===== src/rtl/mmio_uart_port.sv =====
// Memory-mapped UART: one-byte transmit holding register, RX FIFO, and a
// status register with sticky overrun / framing-error flags.
module mmio_uart_port #(
  parameter int CLKS_PER_BIT = 434,
  parameter int FIFO_DEPTH   = 4
) (
  input  logic        clock,
  input  logic        reset,
  input  logic        selected,
  input  logic        rx_signal,
  output logic        tx_signal,
  input  logic [7:0]  address,
  input  logic [7:0]  in_data,
  input  logic        write,
  input  logic        read,
  output logic [31:0] out_data
);

  localparam int CNT_W = 16;
  localparam int AW    = $clog2(FIFO_DEPTH);
  localparam logic [CNT_W-1:0] BIT_LAST  = CNT_W'(CLKS_PER_BIT - 1);
  localparam logic [CNT_W-1:0] HALF_LAST = CNT_W'(CLKS_PER_BIT / 2 - 1);
  localparam logic [AW:0]      FIFO_FULL = (AW + 1)'(FIFO_DEPTH);

  typedef enum logic [1:0] {S_IDLE, S_START, S_DATA, S_STOP} uart_state_t;

  logic [1:0] reg_sel;
  logic       wr_en;
  logic       rd_en;
  logic       unused_addr_bits;

  assign reg_sel          = address[3:2];
  assign wr_en            = selected && write;
  assign rd_en            = selected && read;
  assign unused_addr_bits = ^{address[7:4], address[1:0]};

  uart_state_t      tx_state;
  logic [CNT_W-1:0] tx_cnt;
  logic [2:0]       tx_idx;
  logic [7:0]       tx_shift;
  logic             tx_busy;
  logic             tx_load;
  logic             tx_bit_end;

  assign tx_busy    = (tx_state != S_IDLE);
  assign tx_load    = wr_en && (reg_sel == 2'd0) && !tx_busy;
  assign tx_bit_end = (tx_cnt == BIT_LAST);

  always_ff @(posedge clock or negedge reset) begin
    if (!reset) begin
      tx_state  <= S_IDLE;
      tx_cnt    <= '0;
      tx_idx    <= '0;
      tx_signal <= 1'b1;
    end else begin
      case (tx_state)
        S_IDLE: begin
          if (tx_load) begin
            tx_state  <= S_START;
            tx_cnt    <= '0;
            tx_signal <= 1'b0;
          end
        end
        S_START: begin
          if (tx_bit_end) begin
            tx_state  <= S_DATA;
            tx_cnt    <= '0;
            tx_idx    <= '0;
            tx_signal <= tx_shift[0];
          end else begin
            tx_cnt <= tx_cnt + CNT_W'(1);
          end
        end
        S_DATA: begin
          if (tx_bit_end) begin
            tx_cnt <= '0;
            if (tx_idx == 3'd7) begin
              tx_state  <= S_STOP;
              tx_signal <= 1'b1;
            end else begin
              tx_idx    <= tx_idx + 3'd1;
              // bit 1 becomes bit 0 on this same edge
              tx_signal <= tx_shift[1];
            end
          end else begin
            tx_cnt <= tx_cnt + CNT_W'(1);
          end
        end
        S_STOP: begin
          if (tx_bit_end) begin
            tx_state <= S_IDLE;
            tx_cnt   <= '0;
          end else begin
            tx_cnt <= tx_cnt + CNT_W'(1);
          end
        end
        default: tx_state <= S_IDLE;
      endcase
    end
  end

  always_ff @(posedge clock) begin
    if (tx_load)
      tx_shift <= in_data;
    else if (tx_state == S_DATA && tx_bit_end)
      tx_shift <= {1'b0, tx_shift[7:1]};
  end

  // Receive path: synchronizer, plus an arming flag so a line held low
  // through reset is not mistaken for a start bit.
  logic       rx_sync1;
  logic       rx_sync2;
  logic [1:0] rx_settle;
  logic       rx_armed;

  always_ff @(posedge clock or negedge reset) begin
    if (!reset) begin
      rx_sync1  <= 1'b1;
      rx_sync2  <= 1'b1;
      rx_settle <= '0;
      rx_armed  <= 1'b0;
    end else begin
      rx_sync1  <= rx_signal;
      rx_sync2  <= rx_sync1;
      rx_settle <= {rx_settle[0], 1'b1};
      rx_armed  <= rx_armed | (rx_settle[1] & rx_sync2);
    end
  end

  uart_state_t      rx_state;
  logic [CNT_W-1:0] rx_cnt;
  logic [2:0]       rx_idx;
  logic [7:0]       rx_shift;
  logic             rx_bit_end;
  logic             rx_half_end;
  logic             rx_stop_sample;
  logic             rx_push;
  logic             frame_err_set;

  assign rx_bit_end     = (rx_cnt == BIT_LAST);
  assign rx_half_end    = (rx_cnt == HALF_LAST);
  assign rx_stop_sample = (rx_state == S_STOP) && rx_bit_end;
  assign rx_push        = rx_stop_sample && rx_sync2;
  assign frame_err_set  = rx_stop_sample && !rx_sync2;

  always_ff @(posedge clock or negedge reset) begin
    if (!reset) begin
      rx_state <= S_IDLE;
      rx_cnt   <= '0;
      rx_idx   <= '0;
    end else begin
      case (rx_state)
        S_IDLE: begin
          if (rx_armed && !rx_sync2) begin
            rx_state <= S_START;
            rx_cnt   <= '0;
          end
        end
        S_START: begin
          if (rx_half_end) begin
            rx_cnt   <= '0;
            rx_idx   <= '0;
            rx_state <= rx_sync2 ? S_IDLE : S_DATA;
          end else begin
            rx_cnt <= rx_cnt + CNT_W'(1);
          end
        end
        S_DATA: begin
          if (rx_bit_end) begin
            rx_cnt <= '0;
            if (rx_idx == 3'd7)
              rx_state <= S_STOP;
            else
              rx_idx <= rx_idx + 3'd1;
          end else begin
            rx_cnt <= rx_cnt + CNT_W'(1);
          end
        end
        S_STOP: begin
          if (rx_bit_end) begin
            rx_state <= S_IDLE;
            rx_cnt   <= '0;
          end else begin
            rx_cnt <= rx_cnt + CNT_W'(1);
          end
        end
        default: rx_state <= S_IDLE;
      endcase
    end
  end

  always_ff @(posedge clock) begin
    if (rx_state == S_DATA && rx_bit_end)
      rx_shift <= {rx_sync2, rx_shift[7:1]};
  end

  logic [7:0]    fifo_mem [FIFO_DEPTH];
  logic [AW-1:0] wr_ptr;
  logic [AW-1:0] rd_ptr;
  logic [AW:0]   fifo_count;
  logic          rx_empty;
  logic          rx_full;
  logic          fifo_pop;
  logic          fifo_push;
  logic          overrun_set;
  logic          status_clr;
  logic          rx_overrun;
  logic          rx_frame_err;

  assign rx_empty    = (fifo_count == '0);
  assign rx_full     = (fifo_count == FIFO_FULL);
  assign fifo_pop    = rd_en && (reg_sel == 2'd1) && !rx_empty;
  // A pop in the same cycle frees the slot a full FIFO needs.
  assign fifo_push   = rx_push && (!rx_full || fifo_pop);
  assign overrun_set = rx_push && rx_full && !fifo_pop;
  assign status_clr  = wr_en && (reg_sel == 2'd2);

  always_ff @(posedge clock or negedge reset) begin
    if (!reset) begin
      wr_ptr       <= '0;
      rd_ptr       <= '0;
      fifo_count   <= '0;
      rx_overrun   <= 1'b0;
      rx_frame_err <= 1'b0;
    end else begin
      if (fifo_push)
        wr_ptr <= wr_ptr + AW'(1);
      if (fifo_pop)
        rd_ptr <= rd_ptr + AW'(1);
      case ({fifo_push, fifo_pop})
        2'b10:   fifo_count <= fifo_count + (AW + 1)'(1);
        2'b01:   fifo_count <= fifo_count - (AW + 1)'(1);
        default: fifo_count <= fifo_count;
      endcase
      if (overrun_set)
        rx_overrun <= 1'b1;
      else if (status_clr && in_data[3])
        rx_overrun <= 1'b0;
      if (frame_err_set)
        rx_frame_err <= 1'b1;
      else if (status_clr && in_data[4])
        rx_frame_err <= 1'b0;
    end
  end

  always_ff @(posedge clock) begin
    if (fifo_push)
      fifo_mem[wr_ptr] <= rx_shift;
  end

  always_comb begin
    out_data = '0;
    case (reg_sel)
      2'd1:    if (!rx_empty) out_data = {24'b0, fifo_mem[rd_ptr]};
      2'd2:    out_data = {27'b0, rx_frame_err, rx_overrun, tx_busy, rx_full, rx_empty};
      default: out_data = '0;
    endcase
  end

endmodule


===== config.mk =====
export PLATFORM = sky130hd
export DESIGN_NAME = mmio_uart_port
export DESIGN_NICKNAME = d
export VERILOG_FILES = /design/src/rtl/mmio_uart_port.sv
export SDC_FILE = /design/constraint.sdc
export NUM_CORES = 1
export LEC_CHECK = 0
export BUFFER_PORTS_ARGS = -buffer_cell sky130_fd_sc_hd__buf_2
export CORE_ASPECT_RATIO = 1.5
export CORE_UTILIZATION = 53
export CTS_CLUSTER_SIZE = 20
export DETAILED_ROUTE_END_ITERATION = 12
export GPL_TIMING_DRIVEN = 0
export PLACE_DENSITY = 0.76
export SETUP_SLACK_MARGIN = 0.15
export SYNTH_ARGS = -nofsm -noshare
export SYNTH_HDL_FRONTEND = slang
export SYNTH_SLANG_ARGS = --single-unit

===== constraint.sdc =====
create_clock -name clock -period 2.6 [get_ports clock]
set_clock_uncertainty 0.2 [all_clocks]
set_input_delay 0.39 -clock clock [delete_from_list [all_inputs] [get_ports clock]]
set_output_delay 0.39 -clock clock [all_outputs]
set_load 0.01 [all_outputs]

==> results of run 1 <==
## through the flow
| stage | setup WS (ps) | cells | hold WS [ps] | util, % |
|---|---|---|---|---|
| 2_1_floorplan | 4.666 | 493 | -105.6 | - |
| 3_3_place_gp | -248.4 | 632 | 131.1 | 58.38 |
| 3_5_place_dp | -331.6 | 632 | 139.5 | 58.38 |
| 4_1_cts | -10.05 | 658 | 141.6 | 62.45 |
| 5_1_grt | -135.0 | 661 | 146.1 | 64.17 |
| 6_report | 5.553 | 661 | 148.7 | 64.17 |
## state kept, by name, summed over array words and instances (netlist names), 2 cells and up, named ones only
register	flops
fifo_count	3
fifo_mem	32
rd_ptr	2
rx_cnt	16
rx_idx	3
rx_settle	2
rx_shift	8
tx_cnt	16
tx_idx	3
tx_shift	8
tx_state	2
wr_ptr	2
## worst register-to-register path: stages (launching register included)
cell and delay [ps]:
dfrtp_1 400, inv_2 80, ha_1 140, nor3b_4 180, nand4_2 140, or3_4 430
nor2b_4 140, inv_2 50, ha_4 150, inv_2 50, fa_2 180, xor2_1 130
nor2_1 70, xor2_1 150
## final cells by class
cell class,count,area (sq um),area share [%]
Buffer,40,276.5,4.448
Clock inverter,6,60.06,0.9660
Sequential cell,105,2877,46.27
Multi-Input combinational cell,323,2308,37.13
Timing Repair Buffer,37,229.0,3.683
Clock buffer,10,229.0,3.683
Tap cell,115,143.9,2.314
Inverter,25,93.84,1.509
## logic make-up (layout without fill, tap and decap cells)
family,after synthesis,in the layout
AO/OA/AOI/OAI,99,99
adder cells (fa/ha/maj),23,23
buffers and inverters,65,118
AND/OR/NAND/NOR,147,147
flip-flops,105,105
multiplexers,21,21
XOR/XNOR,8,8
other,2,25
## placed cells by master, fill, tap and decap left out, types with 3 or more instances in the layout
| cell type | count |
|---|---|
| clkbuf_16 | 9 |
| nor2b_1 | 3 |
| buf_4 | 35 |
| a21oi_1 | 9 |
| mux2_2 | 9 |
| edfxtp_1 | 48 |
| and2_4 | 4 |
| nand2_1 | 48 |
| nand4_1 | 16 |
| and3_1 | 4 |
| buf_2 | 27 |
| xnor2_1 | 3 |
| nor2_1 | 23 |
| conb_1 | 25 |
| inv_2 | 3 |
| clkbuf_1 | 8 |
| mux4_2 | 8 |
| ha_1 | 21 |
| dfrtp_1 | 50 |
| a21oi_2 | 5 |
| a31oi_1 | 16 |
| a22o_1 | 6 |
| and2_1 | 3 |
| inv_1 | 22 |
| dfrtp_2 | 4 |
| o21ai_0 | 44 |
| or3_1 | 4 |
| buf_6 | 5 |
| clkinv_2 | 3 |
| nor3_1 | 6 |
| nand2b_1 | 3 |
| xor2_1 | 5 |
| dfstp_2 | 3 |
| nand3_1 | 14 |
## path summary, 6_finish.rpt
path                            slack, ps          from  depth (start not counted)             to
max in group asynchronous            1210         reset                          2     rx_cnt[13]
min in group asynchronous             440         reset                          2  fifo_count[0]
worst max-delay path                    6     rx_cnt[1]                         13  fifo_count[2]
worst max register to register          6     rx_cnt[1]                         13  fifo_count[2]
worst min-delay path                  150    in_data[6]                          2    tx_shift[6]
worst min register to register        150  rx_settle[0]                          0   rx_settle[1]
## timing repair
item                       in CTS  in global routing
hold buffers                    1                  1
gates resized for setup        13                 35
pin swaps                       4                  6
setup buffers                   9                  2
hold endpoints to repair        1                 54
setup endpoints to repair      51                 71
## power by group
group	internal [mW]	total (mW)	switching, mW
sequential	1.80	1.89	0.0882
combinational	0.420	0.914	0.493
clock	0.741	1.32	0.575
## routing by layer
| layer | GRT usage [%] | vias up |
|---|---|---|
| met1 | 25.28 | 1889 |
| met4 | 9.272 | 0 |
| met5 | 0 | - |
| met3 | 3.976 | 18 |
| li1 | - | 1805 |
| met2 | 37.83 | 91 |
==> metrics.md, run 1 <==
| Metric | Value |
|---|---|
| Status | completed |
| Diode count | 0 |
| Final Hold Vio Count | 0 |
| Met3 Wirelength | 380 um |
| Final WL | 10,800 um |
| Core Region | 9689 sq um |
| IO buf count | 24 |
| Post-synthesis cell count | 470 |
| Post-synth top cells | dfrtp_1, nand2_1, edfxtp_1, o21ai_0, inv_1 |
| Critical path peak fanout | 3 |
| Min-Delay Path Class | in -> reg |
| LEAKAGE | 2.561 nW |
| WL/cell | 16.34 um |
| Overall die height | 124.4 um |
| Synth Area per Inst | 11.27 sq um |
| Met2 WL | 5793 um |
| Clock buffer count from CTS | 9 |
| Worst EP arrival | 2620 ps |
| Max-cap violation count | 0 |
| Final Wtd Congestion | 0.8577 |
| Post-synth EDFFs | 48 |
| Die Wd | 83.62 um |
| Total chip power | 4.122 mW |
| Final ANT Viol Nets | 0 |
| Mapped Area | 5296 sq um |
| Synth cell types | 55 |
| Fmax | 385.4 MHz |
| Layout cells sized above 1 | 26.01% |
| Slew at the pin closest to its max-slew limit | 1246 ps |
| I/O Pins | 55 |
| Main synth FF type | dfrtp_1 |
| CTS root buffer | clkbuf_16 |
| Post-synth top area cell | edfxtp_1 |
| # rows | 44 |
| Highest metal used | met4 |
| Main combinational cell family by area after synthesis | simple AND/OR/NAND/NOR gates |
| CP delay by family, top | simple AND/OR/NAND/NOR gates |
| Crit-path slowest cell | or3_4 |
| Pwr dens | 663.0 nW/um^2 |
| Yosys warning total | 0 |
| Worst Setup Start Kind | flip-flop |
| Clk_lat worst skew | 340 ps |
| Synth Area in Simple Gates | 14.58% |
| Post-layout net count | 586 |
| Residual DRC | 0 |
| Crit Path Category | reg -> reg |
| Die area | 10,400 sq um |
| Placed Area | 5657 sq um |
| Max-Slew Margin vs Limit | 16.41% |
| Adder-cell area share of the yosys netlist | 5.575% |
| CTS tree | yes |
| Top cell type's share of synthesized area | 27.21% |
| Initial Util | 54.66% |
| Max incr delay on CP | 430 ps |
| Pin count of the biggest net entering global routing | 58 |
| Setup violators final | 0 |
| Post-synthesis sequential area ratio | 54.22% |
| Minimum clock period | 2594 ps |
| Initial drt markers | 320 |
| Top post-synthesis cells by area | edfxtp_1, dfrtp_1, ha_1 |
| Post-synthesis async set-or-reset flop share | 54.29% |
| Final instance area | 6217 sq um |
| H-tree depth | 3 |
| Vias in the first global route | 3,701 |
| Global-route wire length before repair | 17,570 um |
| Post-synthesis mux area share | 6.119% |
| Worst-path cell chain | inv_2, ha_1, nor3b_4, nand4_2, or3_4, nor2b_4, inv_2, ha_4, inv_2, fa_2, xor2_1, nor2_1, xor2_1 |
| Setup_tns | 0 ps |
| Filler Cell Count | 736 |
| Gr usage total | 21.44% |
| Pre-antenna DRT Iters | 5 |
| Max IR drop VDD | 786.3 uV |
| Metal-1 WL | 4356 um |
| Worst EP required | 2620 ps |
| Gr ovfl total | 0 |
| # clock sinks | 105 |
| Final Max Slew Viols | 0 |
| Via density | 5.753 |
| Area growth syn-to-layout | 17.39% |
| RSZ-0062 raised after global routing | true |
| Endpoint type of the worst setup path | flip-flop |
| Clk buf depth | 2 |
| Hpwl dp | 7059 um |
| Reg clk slew, reported paths | 70 ps |
| Seq cells post-synth | 105 |
| Fin crit share | 99.79% |
| Post-synthesis compound-gate area fraction | 11.46% |
| CP Buf/Inv Count | 3 |
| Synth Area in XOR/XNOR | 1.323% |
| Crit-path most repeated cell | inv_2 |
| Vias | 3,803 |
| Initial antenna violation count | 0 |
| Most common cell in the netlist | dfrtp_1 |
(Power assumes the default switching activity.)
==> run 2: changes to the inputs <==
--- a/config.mk
+++ b/config.mk
@@ -7,11 +7,13 @@
 export LEC_CHECK = 0
 export BUFFER_PORTS_ARGS = -buffer_cell sky130_fd_sc_hd__buf_2
 export CORE_ASPECT_RATIO = 1.5
-export CORE_UTILIZATION = 53
+export CORE_MARGIN = 4
+export CORE_UTILIZATION = 55
+export CTS_BUF_LIST = sky130_fd_sc_hd__clkbuf_4
 export CTS_CLUSTER_SIZE = 20
 export DETAILED_ROUTE_END_ITERATION = 12
 export GPL_TIMING_DRIVEN = 0
-export PLACE_DENSITY = 0.76
+export PLACE_DENSITY = 0.78
 export SETUP_SLACK_MARGIN = 0.15
 export SYNTH_ARGS = -nofsm -noshare
 export SYNTH_HDL_FRONTEND = slang
==> metrics.md, run 2 (same netlist as run 1, synthesis figures left out) <==
| Metric | Value |
|---|---|
| Status | finished with violations |
| Failing checks | negative setup slack |
| Net switching power figure | 1.096 mW |
| Gr usage total | 19.34% |
| CTS root buffer | clkbuf_4 |
| Gr ovfl total | 0 |
| Sequential fraction of design power | 52.8% |
| Max-Slew Margin vs Limit | 18.74% |
| Max reg flops | 32 |
| Max IR drop VDD | 615.0 uV |
| Clock buffer count from CTS | 9 |
| Worst r2r path cells | 11 |
| Fin crit share | 101.4% |
| Min-Delay Path Class | in -> reg |
| Crit-path slowest cell | dfrtp_2 |
| Area growth syn-to-layout | 14.86% |
| Multi-input logic area | 2306 sq um |
| Overall die height | 128.2 um |
| Leading registers by flop count | fifo_mem (32), rx_cnt (16), tx_cnt (16) |
| Crit Path Category | reg -> reg |
| Final Hold Vio Count | 0 |
| R2R Path Start | rx_cnt[9] |
| Clk_lat worst skew | 460 ps |
| Vias | 3,742 |
| H-tree depth | 3 |
| Clk buf depth | 2 |
| CP endpoint | fifo_count[2] |
| Hpwl dp | 7133 um |
| Final WL | 10,460 um |
| Worst-path cell chain | nor4_4, nand4_4, or3_4, nor2b_4, inv_2, ha_4, inv_2, fa_2, xor2_1, nor2_1, xor2_1 |
| Pin count of the biggest net entering global routing | 58 |
| Endpoint type of the worst setup path | flip-flop |
| Global-route wire length before repair | 16,930 um |
| LEAKAGE | 2.507 nW |
| Pre-antenna DRT Iters | 5 |
| Final ANT Viol Nets | 0 |
| Die area | 11,300 sq um |
| CTS tree | yes |
| Worst Setup Start Kind | flip-flop |
| Critical path peak fanout | 4 |
| Register area | 2879 sq um |
| WL/cell | 15.83 um |
| Max-cap violation count | 0 |
| I/O Pins | 55 |
| Die Wd | 88.13 um |
| Via density | 5.661 |
| Crit path from | rx_cnt[9] |
| Layout cells sized above 1 | 26.64% |
| Final Wtd Congestion | 0.8650 |
| Hold Path Origin | in_data[6] |
| Hold Worst Slack | 31.99 ps |
| # clock sinks | 105 |
| Max incr delay on CP | 480 ps |
| Filler Cell Count | 695 |
| Internal | 2.502 mW |
| Minimum clock period | 2635 ps |
| Post-layout net count | 588 |
| Worst EP arrival | 2790 ps |
| Vias in the first global route | 3,581 |
| Worst R2R End | fifo_count[2] |
| Top reg by flops | fifo_mem |
| Total chip power | 3.597 mW |
| Reg clk slew, reported paths | 150 ps |
| Initial antenna violation count | 1 |
| Fmax | 379.5 MHz |
| Setup ws final | -35.11 ps |
| Final Max Slew Viols | 0 |
| Core Region | 9308 sq um |
| IO buf count | 24 |
| Combinational share of power | 27.0% |
| Reg2reg setup slack | -40 ps |
| Worst EP required | 2760 ps |
| Most frequent cells in the layout | nand2_1, dfrtp_1, edfxtp_1 |
| # rows | 43 |
| Initial Util | 56.90% |
| Residual DRC | 0 |
| Sw Ratio | 30.46% |
| Setup violators final | 2 |
| Slew at the pin closest to its max-slew limit | 1212 ps |
| Clock share of power | 20.1% |
| Initial drt markers | 285 |
| Pwr dens | 591.3 nW/um^2 |
| RSZ-0062 raised after global routing | true |
==> run 2: metal layers <==
| metal | vias up | global-route usage, % | share of wire (%) |
|---|---|---|---|
| met2 | 83 | 33.04 | 52 |
| met1 | 1824 | 23.11 | 40 |
| met3 | 31 | 2.637 | 3.7 |
| met5 | - | 0 | 0 |
| li1 | 1804 | - | - |
| met4 | 0 | 10.77 | 4.1 |
==> run 2: worst min-delay path by stage <==
stage	endpoint	depth (start not counted)
after CTS	tx_shift[6]	2
after floorplan	async pin	0
after detailed placement	rx_settle[1]	0
after global routing	tx_shift[7]	3
after global placement	rx_settle[1]	0
final	tx_shift[6]	2
==> run 2: power by group through the flow <==
stage                     Clock, mW  Sequential [mW]  Combinational (mW)
after floorplan                   0             1.90               0.608
after global placement            0             1.91               0.755
after detailed placement          0             1.91               0.787
after CTS                     0.743             1.88               0.827
after global routing          0.814             1.92                1.07
final                         0.725             1.90               0.973
==> run 2: what timing repair did <==
action,4_1_cts,5_1_grt
cloned,0,1
pin swaps,2,11
resized for setup,21,31
endpoints found under the setup margin,54,51
setup buffers,8,4
hold endpoints to repair,1,54
hold buffers,1,1
==> run 2: critical path: cells and delay by family, from the launching register on <==
kind / cells / cell delay [ps]
simple gates: 5 / 1150
flops: 1 / 480
fa+ha+maj: 2 / 340
xor+xnor: 2 / 270
buf+inv: 2 / 100
==> run 2: metrics by stage <==
stage | std cells | util, % | area (sq um) | setup slack [ps] | TNS [ps]
CTS | 654 | 63.23 | 5886 | -92.84 | -160.2
detailed placement | 629 | 60.73 | 5653 | -293.4 | -6473
floorplan | 493 | - | 5393 | 4.666 | 0
global route | 661 | 65.36 | 6083 | -163.3 | -261.9
global placement | 629 | 60.73 | 5653 | -238.8 | -5293
finish | 661 | 65.36 | 6083 | -35.11 | -44.53
==> run 2: cell type report <==
type	instances	share of cell area [%]
plain buffers	40	4.525
flip-flops and latches	105	47.33
multi-input cells	323	37.91
inverters	25	1.543
clock inverters	5	0.5553
diodes	1	0.04114
repair buffers	39	4.443
clock buffers	11	1.357
well taps	112	2.304
==> run 3: changes to the inputs <==
--- a/config.mk
+++ b/config.mk
@@ -5,8 +5,8 @@
 export SDC_FILE = /design/constraint.sdc
 export NUM_CORES = 1
 export LEC_CHECK = 0
+export ABC_AREA = 1
 export BUFFER_PORTS_ARGS = -buffer_cell sky130_fd_sc_hd__buf_2
-export CORE_ASPECT_RATIO = 1.5
 export CORE_MARGIN = 4
 export CORE_UTILIZATION = 55
 export CTS_BUF_LIST = sky130_fd_sc_hd__clkbuf_4
@@ -15,6 +15,7 @@
 export GPL_TIMING_DRIVEN = 0
 export PLACE_DENSITY = 0.78
 export SETUP_SLACK_MARGIN = 0.15
+export SKIP_CTS_REPAIR_TIMING = 1
 export SYNTH_ARGS = -nofsm -noshare
 export SYNTH_HDL_FRONTEND = slang
 export SYNTH_SLANG_ARGS = --single-unit
==> metrics.md, run 3 <==
| Metric | Value |
|---|---|
| Reg2reg setup slack | 220 ps |
| Crit-path most repeated cell | inv_2 |
| Synth Area per Inst | 8.907 sq um |
| Max incr delay on CP | 450 ps |
| Post-synthesis sequential area ratio | 51.58% |
| Initial Util | 56.69% |
| Post-synthesis cell count | 625 |
| Top post-synthesis cells by area | edfxtp_1, dfrtp_1, nand2_1 |
| Leading registers by flop count | fifo_mem (32), rx_cnt (16), tx_cnt (16) |
| Via density | 5.201 |
| Fmax | 420.4 MHz |
| Slew at the pin closest to its max-slew limit | 705.5 ps |
| Final Max Slew Viols | 0 |
| Worst Setup Start Kind | flip-flop |
| Residual DRC | 0 |
| IO buf count | 24 |
| Yosys warning total | 0 |
| Met3 Wirelength | 569 um |
| Overall die height | 108.6 um |
| Main synth FF type | dfrtp_1 |
| CTS tree | yes |
| Final Hold Vio Count | 0 |
| Die area | 11,800 sq um |
| Fin crit share | 91.48% |
| Final Wtd Congestion | 0.9081 |
| Max-Slew Margin vs Limit | 52.97% |
| Endpoint type of the worst setup path | flip-flop |
| Clk_lat worst skew | 460 ps |
| Setup violators final | 0 |
| Worst-path cell chain | inv_2, ha_4, nand2_2, nor3_4, nand3_2, nor2_4, nand2_4, ha_2, inv_2, fa_2, o21ai_1 |
| LEAKAGE | 2.865 nW |
| # rows | 36 |
| Most frequent cells in the layout | nand2_1, inv_1, nor2_1 |
| Final WL | 11,190 um |
| R2R Path Start | rx_cnt[1] |
| Metal-1 WL | 4809 um |
| Commonest non-fill, non-tap cell in the layout | nand2_1 |
| Layout cells sized above 1 | 19.52% |
| CTS root buffer | clkbuf_4 |
| Worst EP required | 2780 ps |
| Post-synthesis async set-or-reset flop share | 54.29% |
| CP endpoint | fifo_count[1] |
| Vias in the first global route | 4,089 |
| Area growth syn-to-layout | 13.53% |
| Seq cells post-synth | 105 |
| I/O Pins | 55 |
| Gr ovfl total | 0 |
| Die Wd | 108.6 um |
| Final ANT Viol Nets | 0 |
| Gr usage total | 19.53% |
| Core Util, Final | 64.36% |
| Worst EP arrival | 2560 ps |
| Post-synth top area cell | edfxtp_1 |
| Setup_tns | 0 ps |
| Clock buffer count from CTS | 9 |
| H-tree depth | 3 |
| Crit path from | rx_cnt[1] |
| Minimum clock period | 2379 ps |
| Post-layout net count | 742 |
| Max reg flops | 32 |
| Max-cap violation count | 0 |
| Hpwl dp | 7936 um |
| Crit Path Category | reg -> reg |
| WL/cell | 13.40 um |
| Highest metal used | met4 |
| Clk buf depth | 2 |
| Diode count | 0 |
| Critical path peak fanout | 4 |
| Synth cell types | 45 |
| Max IR drop VDD | 340.9 uV |
| Mapped Area | 5567 sq um |
| Reg clk slew, reported paths | 190 ps |
| Crit-path slowest cell | dfrtp_1 |
| Worst R2R End | fifo_count[1] |
| Post-synth top cells | nand2_1, inv_1, nor2_1, dfrtp_1, edfxtp_1 |
| Global-route wire length before repair | 18,370 um |
| Met2 WL | 5690 um |
| Min-Delay Path Class | in -> reg |
| Most common cell in the netlist | nand2_1 |
| Top reg by flops | fifo_mem |
| RSZ-0062 raised after global routing | true |
| Pin count of the biggest net entering global routing | 58 |
| Top cell type's share of synthesized area | 25.89% |
| Initial antenna violation count | 0 |
| Status | completed |
| Pwr dens | 707.8 nW/um^2 |
| # clock sinks | 105 |
| Worst r2r path cells | 11 |
| Core Region | 9819 sq um |
| Pre-antenna DRT Iters | 5 |
| Initial drt markers | 397 |
| Vias | 4,343 |
| Post-synth EDFFs | 48 |
==> run 3: cell count changes after synthesis, sizes merged, moves of 7 or more <==
cell	before	now
a22o	7	0
a31oi	16	1
and2	7	0
inv	25	86
mux2	11	4
mux4	8	0
nand2	49	126
nand3	15	42
nand4	17	8
nor2	24	86
o22ai	1	13
==> run 3: final cells by class <==
class / count / area [sq um]
repair inverters: 1 / 7.507
flip-flops and latches: 105 / 2875
inverters: 86 / 330.3
clock inverters: 7 / 83.83
fillers: 805 / 3500
multi-input cells: 425 / 2321
repair buffers: 37 / 225.2
plain buffers: 32 / 242.7
clock buffers: 9 / 67.56
well taps: 133 / 166.4
==> run 3: critical path, delay by kind of cell (launching register included) <==
family	cells	cell delay (ps)
adders and majority gates	3	750
AOI/OAI and AO/OA	1	140
buffers and inverters	2	170
DFF	1	450
and+or+nand+nor	5	590
==> run 3: metrics by stage <==
step / setup slack [ps] / cell area (sq um) / cells / total power [mW] / hold WS [ps]
4_1_cts: -104.9 / 6091 / 821 / 4.325 / -190.9
6_report: 221.5 / 6320 / 835 / 4.473 / 31.00
5_1_grt: 101.5 / 6320 / 835 / 4.779 / 21.52
3_5_place_dp: 19.82 / 5939 / 805 / 3.492 / 144.8
2_1_floorplan: 312.2 / 5653 / 648 / 3.090 / -105.6
3_3_place_gp: 80.20 / 5939 / 805 / 3.413 / 133.9
==> run 3: worst min path at each step <==
stage | start | to | slack [ps] | cells after the start
after detailed placement | rx_settle[0] | rx_settle[1] | 140 | 0
after global placement | rx_settle[0] | rx_settle[1] | 130 | 0
after floorplan | reset | async pin | -110 | 0
after global routing | in_data[5] | tx_shift[5] | 20 | 2
after CTS | rx_signal | rx_sync1 | -190 | 1
final | in_data[7] | tx_shift[7] | 30 | 3
==> run 3: metal layers <==
metal	vias up	track usage, %
met2	132	34.29
met4	0	5.591
met5	-	0
met1	2059	25.23
met3	10	2.746
li1	2142	-
==> run 3: cell families after synthesis <==
kind of cell / count (synthesis) / synth area share (%)
compound gates: 83 / 8.362
simple gates: 277 / 21.98
flops: 105 / 51.58
xor+xnor: 13 / 2.045
other cells: 2 / 0.1349
fa+ha+maj: 23 / 5.305
buf+inv: 118 / 9.777
mux: 4 / 0.8091
==> run 3: power by group <==
part,internal [mW],switching (mW)
Clock,0.233,0.608
Sequential,1.87,0.144
Combinational,0.572,1.04
